===== src/rtl/key_search_pkg.sv =====
// Shared types and defaults for the RC4 key search scheduler and its round-robin arbiter.
// Optional performance counters in the top are enabled by defining KEY_SEARCH_PERF_CNT_EN.
package key_search_pkg;

    localparam int KEY_WIDTH_DEFAULT = 24;
    localparam logic [KEY_WIDTH_DEFAULT-1:0] KEY_MAX_DEFAULT = 24'h3FFFFF;

    typedef logic [KEY_WIDTH_DEFAULT-1:0] key_t;

    typedef enum logic [2:0] {
        IDLE,
        DISPATCH,
        RUN,
        FOUND,
        EXHAUSTED
    } sched_state_t;

    // Index width that stays legal for a single-core build.
    function automatic int idx_width(input int n);
        return (n > 1) ? $clog2(n) : 1;
    endfunction

endpackage


===== src/rtl/key_search_scheduler_rr_arbiter.sv =====
// Combinational round-robin arbiter: picks one requester starting at i_rr_ptr;
// priority requesters (cores reporting a good key) pre-empt plain requesters.
module rr_arbiter
    import key_search_pkg::*;
#(
    parameter int N  = 4,
    parameter int IW = idx_width(N)
) (
    input  logic [N-1:0]  i_req,
    input  logic [N-1:0]  i_pri_req,
    input  logic [IW-1:0] i_rr_ptr,
    output logic [N-1:0]  o_grant,
    output logic [IW-1:0] o_grant_idx,
    output logic          o_grant_valid
);

    logic [N-1:0] w_pool;
    int           w_idx;

    assign w_pool = (|i_pri_req) ? i_pri_req : i_req;

    always_comb begin
        o_grant       = '0;
        o_grant_idx   = '0;
        o_grant_valid = 1'b0;
        w_idx         = 0;
        for (int k = 0; k < N; k++) begin
            w_idx = int'(i_rr_ptr) + k;
            if (w_idx >= N) begin
                w_idx = w_idx - N;
            end
            if (!o_grant_valid && w_pool[w_idx]) begin
                o_grant_valid  = 1'b1;
                o_grant_idx    = IW'(w_idx);
                o_grant[w_idx] = 1'b1;
            end
        end
    end

endmodule


===== src/rtl/key_search_scheduler.sv =====
// Schedules the 24-bit RC4 key search over NUM_CORES decryption cores.
// Define KEY_SEARCH_PERF_CNT_EN to add the keys_tested / search_cycles counters.
module key_search_scheduler
    import key_search_pkg::*;
#(
    parameter int                   NUM_CORES = 4,
    parameter int                   KEY_WIDTH = KEY_WIDTH_DEFAULT,
    parameter logic [KEY_WIDTH-1:0] KEY_MAX   = KEY_WIDTH'(KEY_MAX_DEFAULT)
) (
    input  logic                           clk,
    input  logic                           reset,
    input  logic                           start,
    input  logic [NUM_CORES-1:0]           core_done,
    input  logic [NUM_CORES-1:0]           core_ok,
    output logic [NUM_CORES*KEY_WIDTH-1:0] core_key,
    output logic [NUM_CORES-1:0]           core_new_key,
    output logic                           busy,
    output logic                           found,
    output logic                           exhausted,
    output logic [KEY_WIDTH-1:0]           found_key,
    output logic [idx_width(NUM_CORES)-1:0] found_core
`ifdef KEY_SEARCH_PERF_CNT_EN
    ,
    output logic [KEY_WIDTH:0]             keys_tested,
    output logic [31:0]                    search_cycles
`endif
);

    localparam int IW = idx_width(NUM_CORES);

    sched_state_t           r_state, w_state_next;
    logic [KEY_WIDTH:0]     r_next_key;
    logic [IW-1:0]          r_disp_idx, r_rr_ptr, r_found_core;
    logic [NUM_CORES-1:0]   r_retired, r_new_key, r_block;
    logic [KEY_WIDTH-1:0]   r_core_key [NUM_CORES];
    logic [KEY_WIDTH-1:0]   r_found_key;

    logic [NUM_CORES-1:0]   w_req, w_pri_req, w_grant;
    logic [IW-1:0]          w_grant_idx, w_target_idx;
    logic                   w_grant_valid, w_keys_left, w_launch;
    logic                   w_assign, w_retire, w_verdict, w_latch_found;

    // A core is not eligible during its new-key pulse or the cycle after,
    // giving it time to drop the stale done level.
    assign w_req       = core_done & ~r_retired & ~r_new_key & ~r_block
                         & {NUM_CORES{r_state == RUN}};
    assign w_pri_req   = w_req & core_ok;
    assign w_keys_left = (r_next_key <= {1'b0, KEY_MAX});

    rr_arbiter #(.N(NUM_CORES), .IW(IW)) u_arb (
        .i_req         (w_req),
        .i_pri_req     (w_pri_req),
        .i_rr_ptr      (r_rr_ptr),
        .o_grant       (w_grant),
        .o_grant_idx   (w_grant_idx),
        .o_grant_valid (w_grant_valid)
    );

    always_comb begin
        w_state_next  = r_state;
        w_launch      = 1'b0;
        w_assign      = 1'b0;
        w_retire      = 1'b0;
        w_verdict     = 1'b0;
        w_latch_found = 1'b0;
        w_target_idx  = r_disp_idx;
        case (r_state)
            IDLE, FOUND, EXHAUSTED: begin
                if (start) begin
                    w_launch     = 1'b1;
                    w_state_next = DISPATCH;
                end
            end
            DISPATCH: begin
                w_assign = w_keys_left;
                w_retire = !w_keys_left;
                if (r_disp_idx == IW'(NUM_CORES - 1)) begin
                    w_state_next = RUN;
                end
            end
            RUN: begin
                if (&r_retired) begin
                    w_state_next = EXHAUSTED;
                end else if (w_grant_valid) begin
                    w_verdict    = 1'b1;
                    w_target_idx = w_grant_idx;
                    if (|(w_grant & core_ok)) begin
                        w_latch_found = 1'b1;
                        w_state_next  = FOUND;
                    end else begin
                        w_assign = w_keys_left;
                        w_retire = !w_keys_left;
                    end
                end
            end
            default: w_state_next = IDLE;
        endcase
    end

    always_ff @(posedge clk or negedge reset) begin
        if (!reset) begin
            r_state      <= IDLE;
            r_next_key   <= '0;
            r_disp_idx   <= '0;
            r_rr_ptr     <= '0;
            r_retired    <= '0;
            r_new_key    <= '0;
            r_block      <= '0;
            r_found_key  <= '0;
            r_found_core <= '0;
            for (int i = 0; i < NUM_CORES; i++) begin
                r_core_key[i] <= '0;
            end
        end else begin
            r_state   <= w_state_next;
            r_new_key <= '0;
            r_block   <= r_new_key;
            if (w_launch) begin
                r_next_key <= '0;
                r_retired  <= '0;
                r_disp_idx <= '0;
            end
            if (r_state == DISPATCH) begin
                r_disp_idx <= r_disp_idx + 1'b1;
            end
            if (w_assign) begin
                r_core_key[w_target_idx] <= r_next_key[KEY_WIDTH-1:0];
                r_new_key[w_target_idx]  <= 1'b1;
                r_next_key               <= r_next_key + 1'b1;
            end
            if (w_retire) begin
                r_retired[w_target_idx] <= 1'b1;
            end
            if (w_verdict) begin
                r_rr_ptr <= (w_grant_idx == IW'(NUM_CORES - 1)) ? '0 : w_grant_idx + 1'b1;
            end
            if (w_latch_found) begin
                r_found_key  <= r_core_key[w_grant_idx];
                r_found_core <= w_grant_idx;
            end
        end
    end

    for (genvar gi = 0; gi < NUM_CORES; gi++) begin : g_key_out
        assign core_key[gi*KEY_WIDTH +: KEY_WIDTH] = r_core_key[gi];
    end

    assign core_new_key = r_new_key;
    assign busy         = (r_state == DISPATCH) || (r_state == RUN);
    assign found        = (r_state == FOUND);
    assign exhausted    = (r_state == EXHAUSTED);
    assign found_key    = r_found_key;
    assign found_core   = r_found_core;

`ifdef KEY_SEARCH_PERF_CNT_EN
    logic [KEY_WIDTH:0] r_keys_tested;
    logic [31:0]        r_search_cycles;

    always_ff @(posedge clk or negedge reset) begin
        if (!reset) begin
            r_keys_tested   <= '0;
            r_search_cycles <= '0;
        end else if (w_launch) begin
            r_keys_tested   <= '0;
            r_search_cycles <= '0;
        end else begin
            if (w_verdict) begin
                r_keys_tested <= r_keys_tested + 1'b1;
            end
            if (busy && (r_search_cycles != 32'hFFFF_FFFF)) begin
                r_search_cycles <= r_search_cycles + 1'b1;
            end
        end
    end

    assign keys_tested   = r_keys_tested;
    assign search_cycles = r_search_cycles;
`endif

endmodule

===== config.mk =====
export PLATFORM = sky130hd
export DESIGN_NAME = key_search_scheduler
export DESIGN_NICKNAME = d
export VERILOG_FILES = /design/src/rtl/key_search_pkg.sv /design/src/rtl/key_search_scheduler_rr_arbiter.sv /design/src/rtl/key_search_scheduler.sv
export SDC_FILE = /design/constraint.sdc
export NUM_CORES = 1
export LEC_CHECK = 0
export ABC_AREA = 1
export BUFFER_PORTS_ARGS = -buffer_cell sky130_fd_sc_hd__buf_4
export CAP_MARGIN = 20
export CORE_MARGIN = 2
export CORE_UTILIZATION = 25
export DETAILED_ROUTE_END_ITERATION = 16
export PLACE_DENSITY_LB_ADDON = 0.25
export REMOVE_ABC_BUFFERS = 1
export SLEW_MARGIN = 15
export SYNTH_ARGS = -nofsm -noshare
export SYNTH_HDL_FRONTEND = slang
export SYNTH_SLANG_ARGS = --single-unit

===== constraint.sdc =====
create_clock -name clk -period 4 [get_ports clk]
set_input_delay 0.2 -clock clk [delete_from_list [all_inputs] [get_ports clk]]
set_output_delay 0.2 -clock clk [all_outputs]
set_load 0.005 [all_outputs]

Yosys cells after proc, flatten, opt, wreduce, memory -nomap -nowiden. Cells that the tools add are included. Widths: inputs -> output; s select.

$add $sub $neg: 10. Magnitude comparators: 18. Equality and inequality tests: 10. Muxes and demuxes: 79. Bitwise operators: 15. Reductions and logical operators: 22.

Operator list (count): $ge 32x1->1 const B (4); $lt 32x4->1 const B (4); $mux 32 (4); $bwmux 96 (1); $ge 32x4->1 const B (3); $sub 32x4->32 const B (3); $mux 24 (3); $mux 25 (2); $bmux 24 s2 (1); $demux 24 s2 (1); $mux 1 (32); $mux 4 (8); $add 25x1->25 const B (1); $le 25x22->1 const B (1); $and 4x4->4 (6); $mux 2 (10); $or 4x4->4 (4); $mux 3 (5); $not 4->4 (3); $demux 1 s2 (5); $logic_and 1x1->1 (9); $pmux 3 s3 (1); $bmux 1 s2 (4); $reduce_and 4->1 (2); 23 further kinds (37).

Register bits after elaboration: 166.

Longest topological paths before layout.
Word-level depth: 30. Depth in mapped cells: 24. Mapped depth without buffers: 23.

Hierarchy. A second synthesis with hierarchy kept.

Cells, all modules: 1054. Area, all modules: 8630.8 um2.

By module, submodules not included: key_search_scheduler (instances 1, cells an instance 961, area an instance 8089.0 um2, seq. area each 4154.0 um2); rr_arbiter (instances 1, cells an instance 93, area an instance 541.8 um2, seq. area each 0.0 um2).

Worst setup path after synthesis. No wires, ideal clock.

Path kind: register to register. Start point: register with a tool-made name. End point: register r_core_key (netlist bit core_key[64]). Setup time: 0.117 ns. Arrival time: 2.770 ns. Data required time: 3.883 ns. Slack: 1.114 ns. Cell stages (with the launch flop): 18. Path buffers: 2. Period minus slack after synthesis: 2.886 ns. Cells stage by stage: dfrtp_1 > clkinv_1 > ha_1 > inv_1 > nand3_1 > nand2_4 > nor2_8 > nand2_4 > nand2_1 > nand2_2 > buf_6 > a21oi_4 > inv_2 > a21oi_4 > nand2_2 > buf_6 > nand2_1 > nand2_1.

RTL lines: end signal, assigned by index (line key_search_scheduler.sv:127) `r_core_key[w_target_idx] <= r_next_key[KEY_WIDTH-1:0];`; end, declared (line key_search_scheduler.sv:35) `logic [KEY_WIDTH-1:0] r_core_key [NUM_CORES];`.

Final worst setup path.
Start point: register r_next_key[0]. End point: register r_core_key (netlist bit core_key[23]).

Cells in the longest elaborated chain, start to end: 5.

Ends and longest elaborated chain: start, declared (line key_search_scheduler.sv:32) `logic [KEY_WIDTH:0] r_next_key;`; start signal, assigned (line key_search_scheduler.sv:129) `r_next_key <= r_next_key + 1'b1;`; $le 25x22->1 (*) (line key_search_scheduler.sv:48) `assign w_keys_left = (r_next_key <= {1'b0, KEY_MAX});`; $mux 1 (line key_search_scheduler.sv:87) `if (|(w_grant & core_ok)) begin`; $mux 1 (line key_search_scheduler.sv:84) `end else if (w_grant_valid) begin`; $mux 1 (line key_search_scheduler.sv:82) `if (&r_retired) begin`; $pmux 1 s2 (*) (line key_search_scheduler.sv:67) `case (r_state)`.

Mark *: on every way between the ends. The rest lies on a longest branch, timed or not. A chain may end at the register's enable or synchronous reset.

==> metrics.md <==
| Metric | Value |
|---|---|
| Status | `completed` |
| CTS clk-pin slew, worst paths | `80 ps` |
| F_max | `287 MHz` |
| Post-CTS Setup Bufs | `0` |
| Final setup viols | `0` |
| Cell chain of the critical path | `ha_1 > nand4_1 > nor2_1 > inv_1 > nor2_1 > inv_2 > nor2_2 > inv_2 > nor2_1 > inv_2 > nor2_1 > nand2_1 > clkinv_1 > nand4_1 > a211oi_2 > nand2_1 > nand2_4 > nand2_2 > buf_12 > inv_1 > nor2_1` |
| Post-route setup slack | `511 ps` |
| Vias after detailed routing | `7,616` |
| Hold-fix buffers at CTS | `1` |
| H-tree Lvls | `4` |
| Cells after Synth | `1,104` |
| CTS tree | `built` |
| Fin Clk Skew | `24.3 ps` |
| Headroom to the max-slew limit | `34.3%` |
| Root Driver | `clkbuf_16` |
| Synth Flop Type | `dfrtp_1` |
| Io pins | `140` |
| Simple-gate portion of the synthesized area | `35.4%` |
| Synth Area in XOR/XNOR | `0.513%` |
| Mux share of post-synthesis cell area | `0%` |
| Synth Area in Adders | `1.47%` |
| CTS Buf Count | `17` |
| Routed Antenna Nets | `0` |
| Crit end category | `flip-flop` |
| Clock insertion delay at the later pin of the skew report | `440 ps` |
| GP Congestion | `0.818` |
| Req. time, crit path | `4320 ps` |
| CP max FO | `32` |
| Post-synthesis cell area | `8530 sq um` |
| Critical path class | `flip-flop to flip-flop` |
| Die width | `189 microns` |
| Compound-cell area share of the yosys netlist | `6.19%` |
| Final Hold Fails | `0` |
| Largest net degree at the start of global routing | `98` |
| P&R area growth vs syn | `24.9%` |
| Commonest non-fill, non-tap cell in the layout | `nand2_1` |
| Buffers on Ports | `139` |
| Fillers | `3,603` |
| Post-placement cell count | `1,649` |
| First-pass GRT wire length | `43.7 mm` |
| Min-Delay Path Class | `input port to flip-flop` |
| CP peak stage delay | `480 ps` |
| CP Launch Type | `flip-flop` |
| Main combinational cell family by area after synthesis | `simple AND/OR/NAND/NOR gates` |
| Share of post-route cells with drive strength above 1 | `20.6%` |
| DRT Pass-1 Iters | `5` |
| RSZ-0062 raised after global routing | `no` |
| Via density | `4.53` |
| DR iter-0 viols | `609` |
| Post-CTS Resized | `0` |
| Placed instance area | `10,000 sq um` |
| Final slew viol count | `0` |
| Post-route clock period utilization | `87.2%` |
| Slowest stage cell, crit path | `dfrtp_1` |
| Post-Syn Area per Cell | `7.73 sq um` |
| Yosys warnings | `0` |
| CTS max path bufs | `2` |
| Util after Layout | `31.8%` |
| Core ar. | `33,500 sq um` |
| GRT overflow | `0` |
| Number of global-route vias before repair | `7,177` |
| DRC viols | `0` |
| R2R setup slack | `510 ps` |
| Die Ht | `189 microns` |
| CP arrival | `3810 ps` |
| Max-cap violations | `0` |
| Design Area, Final | `10,600 sq um` |
| Sequential-to-total area share from yosys stat | `48.7%` |
| Period minus WS final | `3490 ps` |
| Worst-Margin Slew | `985 ps` |
| Reg area | `4150 sq um` |
| #FFs+latches synth | `166` |
| Initial antenna violation count | `0` |
| Routed len/inst | `16.7 microns` |
| Number of distinct library cells after synthesis | `36` |
| DP Worst Slack | `531 ps` |
| Fin cells | `1,682` |
| Ant. Diodes | `0` |
| Most frequent cells in the layout | `nand2_1, dfrtp_1, buf_4` |
| # rows | `67` |
| Layout Nets | `1,242` |
| Clk sinks | `166` |
| Area of the multi-input gates | `3730 sq um` |
| Gr usage total | `15.8%` |
| Starting Density | `25.4%` |
| Top cell by count, worst path | `nor2_1` |
| Count of flip-flops with a built-in enable after synthesis | `0` |
| Area contributors post-synth | `dfrtp_1, nand2_1, nand3_1, nor2_1, o21ai_0` |
| Die area | `35,600 sq um` |
| DPL Wire Length | `18.8 mm` |
| Largest area contributor in the netlist | `dfrtp_1` |
| Synth top area share | `48.7%` |
| Asr flop ratio synth | `100%` |
| Final wirelength | `28.0 mm` |
==> sequential cells by signal, summed over array words and instances (netlist names), named ones only <==
register	count
core_key	96
core_new_key	4
found_core	2
found_key	24
r_block	4
r_disp_idx	2
r_next_key	25
r_retired	4
r_rr_ptr	1
r_state	3
==> routing by layer <==
layer	part of all wire, %	wire [microns]	vias up	track usage [%]
met2	46	12900	134	24.6
met5	0	0	-	0
met4	0.90	253	0	2.85
met1	49	13700	3677	22.6
li1	-	-	3790	-
met3	4.2	1160	15	3.50
==> cells in the mapped netlist (2+ instances only) <==
library cell	n
or2_2	19
buf_4	13
nand2_2	6
inv_2	8
o21ai_1	9
o21ai_0	50
xor2_1	5
nand3b_1	3
nor3_1	8
nand4_1	36
dfrtp_1	166
nor2_2	5
o211ai_1	11
clkinv_1	2
nor2_4	3
nand2_1	387
nand2_4	2
clkbuf_1	31
nand3_1	136
o21ai_2	2
nor2_1	78
a21oi_4	3
nand3_2	2
nor4_1	4
ha_1	10
inv_1	64
buf_2	23
a31oi_1	7
buf_6	4
==> area by class of cell <==
cell class	instances	share of cell area, %
Clock buffer	17	3.99
Clock inverter	15	1.54
Timing Repair Buffer	170	12.5
Sequential cell	166	39.0
Multi-Input combinational cell	792	35.1
Tap cell	448	5.26
Inverter	74	2.61
==> stage by stage <==
step / hold slack [ps] / setup TNS, ps
2_1_floorplan: -95.6 / -58330
3_3_place_gp: 387 / 0
3_5_place_dp: 389 / 0
4_1_cts: 257 / 0
5_1_grt: 332 / 0
6_report: 287 / 0
==> path summary, 6_finish.rpt <==
kind,end,from,depth (start not counted)
max,core_key[23],r_next_key[0],21
min,r_state[2],start,6
max reg2reg,core_key[23],r_next_key[0],21
min reg2reg,r_block[2],core_new_key[2],0
max in group asynchronous,r_state[0],reset,3
min in group asynchronous,found_key[2],reset,2
==> cell families (layout without fill, tap and decap cells) <==
| logic type | count (synthesis) | in the layout |
|---|---|---|
| simple gates | 690 | 690 |
| flops | 166 | 166 |
| buf+inv | 146 | 276 |
| compound gates | 87 | 87 |
| fa+ha+maj | 10 | 10 |
| xor+xnor | 5 | 5 |
==> worst max-delay path, delay by kind of cell (launching register included) <==
kind / cells / cell delay [ps]
adder cells (fa/ha/maj): 1 / 230
AND/OR/NAND/NOR: 12 / 1750
flip-flops: 1 / 480
buffers and inverters: 7 / 600
AO/OA/AOI/OAI: 1 / 320
Power is left out: the tool's default activity adds up to more than one toggle a clock period on the data nets, which glitch-free logic cannot reach.
